$ cat src/rtl/lu_serial_sequencer_if.sv
// lu_serial_sequencer_if
//   Bundles the request/response handshake of the serial sequencer together
//   with the bit-level link to the external 1-bit logic unit.
//   Modports:
//     master : requester + logic unit side (drives start/op/a_in/b_in/lu_s)
//     slave  : sequencer side (drives busy/done/result/lu_a/lu_b/lu_sel)
interface lu_serial_sequencer_if #(
    parameter int WIDTH = 8
);
    logic             start;
    logic [1:0]       op;
    logic [WIDTH-1:0] a_in;
    logic [WIDTH-1:0] b_in;
    logic             busy;
    logic             done;
    logic [WIDTH-1:0] result;
    logic             lu_a;
    logic             lu_b;
    logic [1:0]       lu_sel;
    logic             lu_s;

    modport master (
        output start, op, a_in, b_in, lu_s,
        input  busy, done, result, lu_a, lu_b, lu_sel
    );

    modport slave (
        input  start, op, a_in, b_in, lu_s,
        output busy, done, result, lu_a, lu_b, lu_sel
    );
endinterface

$ cat src/rtl/lu_serial_sequencer.sv
// lu_serial_sequencer
//   Runs a WIDTH-bit OR/NOR/XOR/XNOR operation through an external
//   combinational 1-bit logic unit, one bit per cycle, LSB first. The unit's
//   output is shifted in at the MSB so that after WIDTH shifts bit 0 lands in
//   result[0]. A one-cycle done pulse marks the result valid; it then holds
//   until the next accepted start.
//   Ports:
//     clk   : system clock, rising edge
//     rst_n : asynchronous active-low reset (aborts any operation, no done)
//     bus   : slave modport of lu_serial_sequencer_if
//             start/op/a_in/b_in in, busy/done/result out,
//             lu_a/lu_b/lu_sel to the unit, lu_s back from it
//
//   state | meaning
//   ------+----------------------------------------------------------
//   IDLE  | waiting for start; unit inputs parked at 0
//   RUN   | one operand bit per cycle through the unit (WIDTH cycles)
//   DONE  | result valid, done high for exactly this cycle
module lu_serial_sequencer #(
    parameter int WIDTH = 8
) (
    input  logic                 clk,
    input  logic                 rst_n,
    lu_serial_sequencer_if.slave bus
);
    localparam int CNT_W = $clog2(WIDTH + 1);

    typedef enum logic [1:0] {
        IDLE = 2'd0,
        RUN  = 2'd1,
        DONE = 2'd2
    } state_t;

    state_t           state;
    logic [WIDTH-1:0] a_reg;
    logic [WIDTH-1:0] b_reg;
    logic [1:0]       op_reg;
    logic [CNT_W-1:0] count;
    logic [WIDTH-1:0] result_reg;

    always_ff @(posedge clk or negedge rst_n) begin
        if (!rst_n) begin
            state      <= IDLE;
            a_reg      <= '0;
            b_reg      <= '0;
            op_reg     <= 2'b00;
            count      <= '0;
            result_reg <= '0;
        end else begin
            case (state)
                IDLE: begin
                    if (bus.start) begin
                        a_reg      <= bus.a_in;
                        b_reg      <= bus.b_in;
                        op_reg     <= bus.op;
                        count      <= '0;
                        result_reg <= '0;
                        state      <= RUN;
                    end
                end
                RUN: begin
                    result_reg <= {bus.lu_s, result_reg[WIDTH-1:1]};
                    a_reg      <= {1'b0, a_reg[WIDTH-1:1]};
                    b_reg      <= {1'b0, b_reg[WIDTH-1:1]};
                    count      <= count + CNT_W'(1);
                    // The edge that captures the last bit also leaves RUN.
                    if (count == CNT_W'(WIDTH - 1)) begin
                        state <= DONE;
                    end
                end
                DONE: begin
                    state <= IDLE;
                end
                default: begin
                    state <= IDLE;
                end
            endcase
        end
    end

    // All outputs decode registered state only, so none can glitch on inputs.
    assign bus.busy   = (state == RUN);
    assign bus.done   = (state == DONE);
    assign bus.result = result_reg;
    assign bus.lu_a   = (state == RUN) ? a_reg[0] : 1'b0;
    assign bus.lu_b   = (state == RUN) ? b_reg[0] : 1'b0;
    assign bus.lu_sel = (state == RUN) ? op_reg : 2'b00;
endmodule

$ cat src/flat_wrapper.sv
// flat-port wrapper written by rule: the top's interface ports become plain ports
module lu_serial_sequencer_flat 
#(
    parameter int WIDTH = 8
)
  (clk, rst_n, bus_start, bus_op, bus_a_in, bus_b_in, bus_lu_s, bus_busy, bus_done, bus_result, bus_lu_a, bus_lu_b, bus_lu_sel);
  lu_serial_sequencer_if #(.WIDTH(WIDTH)) bus_i ();
  input  logic clk;
  input  logic rst_n;
  input wire logic [$bits(bus_i.start)-1:0] bus_start;
  input wire logic [$bits(bus_i.op)-1:0] bus_op;
  input wire logic [$bits(bus_i.a_in)-1:0] bus_a_in;
  input wire logic [$bits(bus_i.b_in)-1:0] bus_b_in;
  input wire logic [$bits(bus_i.lu_s)-1:0] bus_lu_s;
  output wire logic [$bits(bus_i.busy)-1:0] bus_busy;
  output wire logic [$bits(bus_i.done)-1:0] bus_done;
  output wire logic [$bits(bus_i.result)-1:0] bus_result;
  output wire logic [$bits(bus_i.lu_a)-1:0] bus_lu_a;
  output wire logic [$bits(bus_i.lu_b)-1:0] bus_lu_b;
  output wire logic [$bits(bus_i.lu_sel)-1:0] bus_lu_sel;
  assign bus_i.start = bus_start;
  assign bus_i.op = bus_op;
  assign bus_i.a_in = bus_a_in;
  assign bus_i.b_in = bus_b_in;
  assign bus_i.lu_s = bus_lu_s;
  assign bus_busy = bus_i.busy;
  assign bus_done = bus_i.done;
  assign bus_result = bus_i.result;
  assign bus_lu_a = bus_i.lu_a;
  assign bus_lu_b = bus_i.lu_b;
  assign bus_lu_sel = bus_i.lu_sel;
  lu_serial_sequencer #(.WIDTH(WIDTH)) u_core (.clk(clk), .rst_n(rst_n), .bus(bus_i));
endmodule
$ cat config.mk
export PLATFORM = sky130hd
export DESIGN_NAME = lu_serial_sequencer_flat
export DESIGN_NICKNAME = d
export VERILOG_FILES = /design/src/rtl/lu_serial_sequencer_if.sv /design/src/rtl/lu_serial_sequencer.sv /design/src/flat_wrapper.sv
export SDC_FILE = /design/constraint.sdc
export NUM_CORES = 1
export LEC_CHECK = 0
export BUFFER_PORTS_ARGS = -buffer_cell sky130_fd_sc_hd__buf_2
export CORE_ASPECT_RATIO = 1.2
export CORE_MARGIN = 2
export CORE_UTILIZATION = 35
export CTS_CLUSTER_SIZE = 12
export DETAILED_ROUTE_END_ITERATION = 7
export GPL_ROUTABILITY_DRIVEN = 0
export PLACE_DENSITY = 0.69
export SKIP_CTS_REPAIR_TIMING = 1
export SLEW_MARGIN = 25
export SYNTH_ARGS = -nofsm -noshare
export SYNTH_HDL_FRONTEND = slang
export SYNTH_SLANG_ARGS = --single-unit
$ cat constraint.sdc
create_clock -name clk -period 1.5 [get_ports clk]
set_clock_uncertainty 0.15 [all_clocks]
set_input_delay 0 -clock clk [delete_from_list [all_inputs] [get_ports clk]]
set_output_delay 0 -clock clk [all_outputs]
set_load 0.05 [all_outputs]
==> key figures <==
Status
  – Outcome: finished, final reports clean

Die
  – Core Rows: 25
  – # IOs: 36
  – Core area: ~3900 sq um
  – Initial Util: a little over a third
  – Die extent in x: 61.9 microns
  – Die height: ~73 microns
  – Die area: roughly 4500 sq um

Clock tree
  – H-Tree Depth: 2
  – Clock Path Buffers: 2
  – CTS tree: built
  – CTS clk-pin slew, worst paths: 0.07 ns
  – CTS buffer count: 5
  – Clock sinks: 32
  – Worst-skew pair later-pin latency: between 0.2 and 0.3 ns
  – Clock Tree Root: clkbuf_8

Synth
  – Yosys reg bits: 32
  – Register area share after synthesis: a little under three fifths
  – Post-synthesis mux area share: between 10 and 15%
  – Post-synthesis compound-gate area fraction: between 10% and 20%
  – Unique masters post-synth: 23
  – Largest family of logic cells by synthesized area: compound AO/OA/AOI/OAI gates
  – Post-synthesis cell count: approximately 120
  – Xor and xnor area share after synthesis: 0%
  – Mapped Nets: 144
  – Synth Area in Simple Gates: 11.5%
  – Fraction of registers with async set/reset: between 90% and 100%
  – Syn. warnings: 0
  – Adder-Cell Fraction of Synth Area: less than 1%
  – Netlist Area Pre-Place: about 1400 sq um
  – Post-synthesis area per instance: ~12 sq um
  – Top FF cell, synth: dfrtp_1
  – EDFF count, synth: 0

Timing
  – Setup WS post-layout: a little under 0.08 ns
  – Worst-Margin Slew: 0.714 ns
  – Setup Viol. Count Final: 0
  – Fin. Hold Viols: 0
  – Setup TNS: 0 ns
  – Final Max Slew Viols: 0
  – Slew margin rel.: 52.4%
  – Max Clock Freq: roughly 0.7 GHz
  – Final period util: 94.8%
  – Hold_ws: between 0.02 and 0.025 ns
  – RSZ-0062 raised after global routing: yes
  – Min cycle time layout: around 1.4 ns

Pwr
  – PwrDens: roughly 2300 nW/um^2
  – Leakage power: ~0.95 nW
  – Max VDD drop: around 1.3 mV

Setup path
  – CP endpoint kind: output port
  – Crit-path max cell delay: just over 0.4 ns
  – Buf/Inv on CP: 2
  – Delay-heaviest family, CP: flip-flops
  – Startpoint types: flop
  – Critical path type: flop to output port
  – CP max-delay cell: dfrtp_1
  – Cell breakdown of the critical path: nand2b_4 -> inv_8 -> and2_2 -> buf_6
  – Worst Path Max Fanout: 12
  – Req. time, crit path: approximately 1.4 ns
  – WP data arrival: roughly 1.3 ns

Global route
  – Grt met2 use: approximately a quarter
  – GRT Residual Overflow: 0
  – Vias in the first global route: 1081
  – Initial antenna violation count: 0
  – Total track usage: between 10% and 20%
  – M3 GR Usage: between 3 and 4%
  – First-pass GRT wire length: 4830 microns
  – GRT busiest layer: met2
  – GRT met1 Usage: about 17%
  – Largest net degree at the start of global routing: 33

Hold path
  – Hold WC Path Type: primary input to flop

Place
  – Post-DP Area: approximately 1700 sq um
  – Input/output buffers: 35
  – Inst Count DP: 209
  – Placement Setup Slack: ~0.077 ns
  – Final HPWL DP: a little over 2000 microns

Finish
  – Final non-filler cell total: 241
  – Diodes inserted: 0
  – Layout Nets: about 210
  – Post-route cell area: ~2000 sq um
  – Register Area: approximately 800 sq um
  – Fraction of layout cells with a size suffix above 1: between 30 and 40%
  – Area of the multi-input gates: between 500 and 600 sq um
  – Fill count: between 300 and 400
  – Area Growth Syn to Fin: 46.0%

Drt
  – Via/cell ratio: around 4.7
  – Routed wire length per instance: ~13 microns
  – Vias: between 1000 and 1500
  – Drc violations: 0
  – DR iter-0 viols: 32
  – Initial DRT Pass Iterations: 4
  – Routed WL: between 3000 and 4000 microns
  – Post-DRT Antenna Nets: 0

Flow run
  – Max-cap viol count: 0
## synthesized netlist by cell type, drive strengths merged (2+ instances only)
library cell,instances,share of area [%]
and2,4,1.8
a22o,11,6.8
mux2i,12,8.5
buf,6,3.5
and2b,2,1.1
mux2,2,1.6
a22oi,3,1.6
a21oi,3,1.1
nor2b,4,1.8
nand2,15,4.0
o21ai,18,6.4
dfrtp,32,57
## layout make-up
cell class	instances	share of cell area [%]
multi-input cells	82	27.5
well taps	54	3.29
repair buffers	64	23.6
clock inverters	1	1.46
clock buffers	7	4.69
inverters	1	0.548
flip-flops and latches	32	39.0
## cells in the final DEF, fill, tap and decap left out, types with 3 or more instances in the layout
cell type	count
buf_4	7
o21ai_1	9
buf_6	5
dfrtp_1	32
o21ai_0	9
dlygate4sd3_1	20
nand2_1	15
a21oi_1	3
nor2b_1	4
a22oi_1	3
buf_2	31
mux2i_1	12
clkbuf_8	7
and2_2	4
a22o_1	11
## routing by layer
| metal | routed length (microns) | vias up |
|---|---|---|
| li1 | - | 559 |
| met1 | 1370 | 541 |
| met2 | 1670 | 30 |
| met3 | 117 | 5 |
| met4 | 60 | 0 |
| met5 | 0 | - |
## stage by stage
step / util [%] / total power, mW
after floorplan: - / 3.09
after global placement: 42.4 / 3.46
after detailed placement: 42.4 / 3.54
after CTS: 45.6 / 4.44
after global routing: 52.5 / 5.00
final: 52.5 / 4.69
## cells by family (layout without fill, tap and decap cells)
family,count (synthesis),in the layout
multiplexers,14,14
buffers and inverters,7,73
AND/OR/NAND/NOR,31,31
AO/OA/AOI/OAI,36,36
flip-flops,32,32
adder cells (fa/ha/maj),1,1
## worst register-to-register path: cells and delay by family, from the launching register on
kind	cells	cell delay, ns
AND/OR/NAND/NOR	1	0.06
buffers and inverters	2	0.39
flip-flops	1	0.42
AO/OA/AOI/OAI	2	0.30
## final timing paths
check                           startpoint              endpoint  slack (ns)  depth (start not counted)
max                        u_core.state[1]         bus_lu_sel[1]        0.08                          4
min                              bus_start       u_core.b_reg[6]        0.02                          4
max reg2reg                u_core.state[0]       u_core.count[0]        0.08                          5
min reg2reg                u_core.b_reg[0]       u_core.b_reg[0]        0.33                          2
max in group asynchronous            rst_n  u_core.bus.result[0]        0.58                          2
min in group asynchronous            rst_n       u_core.a_reg[7]        0.16                          2
## report_power, final
group	internal (mW)	leakage, nW	switching (mW)	total [mW]
clock	0.586	0.0645	0.305	0.891
sequential	1.23	0.406	0.244	1.47
combinational	0.951	0.483	1.38	2.33
Note: power is estimated with default switching activity, not from simulation.
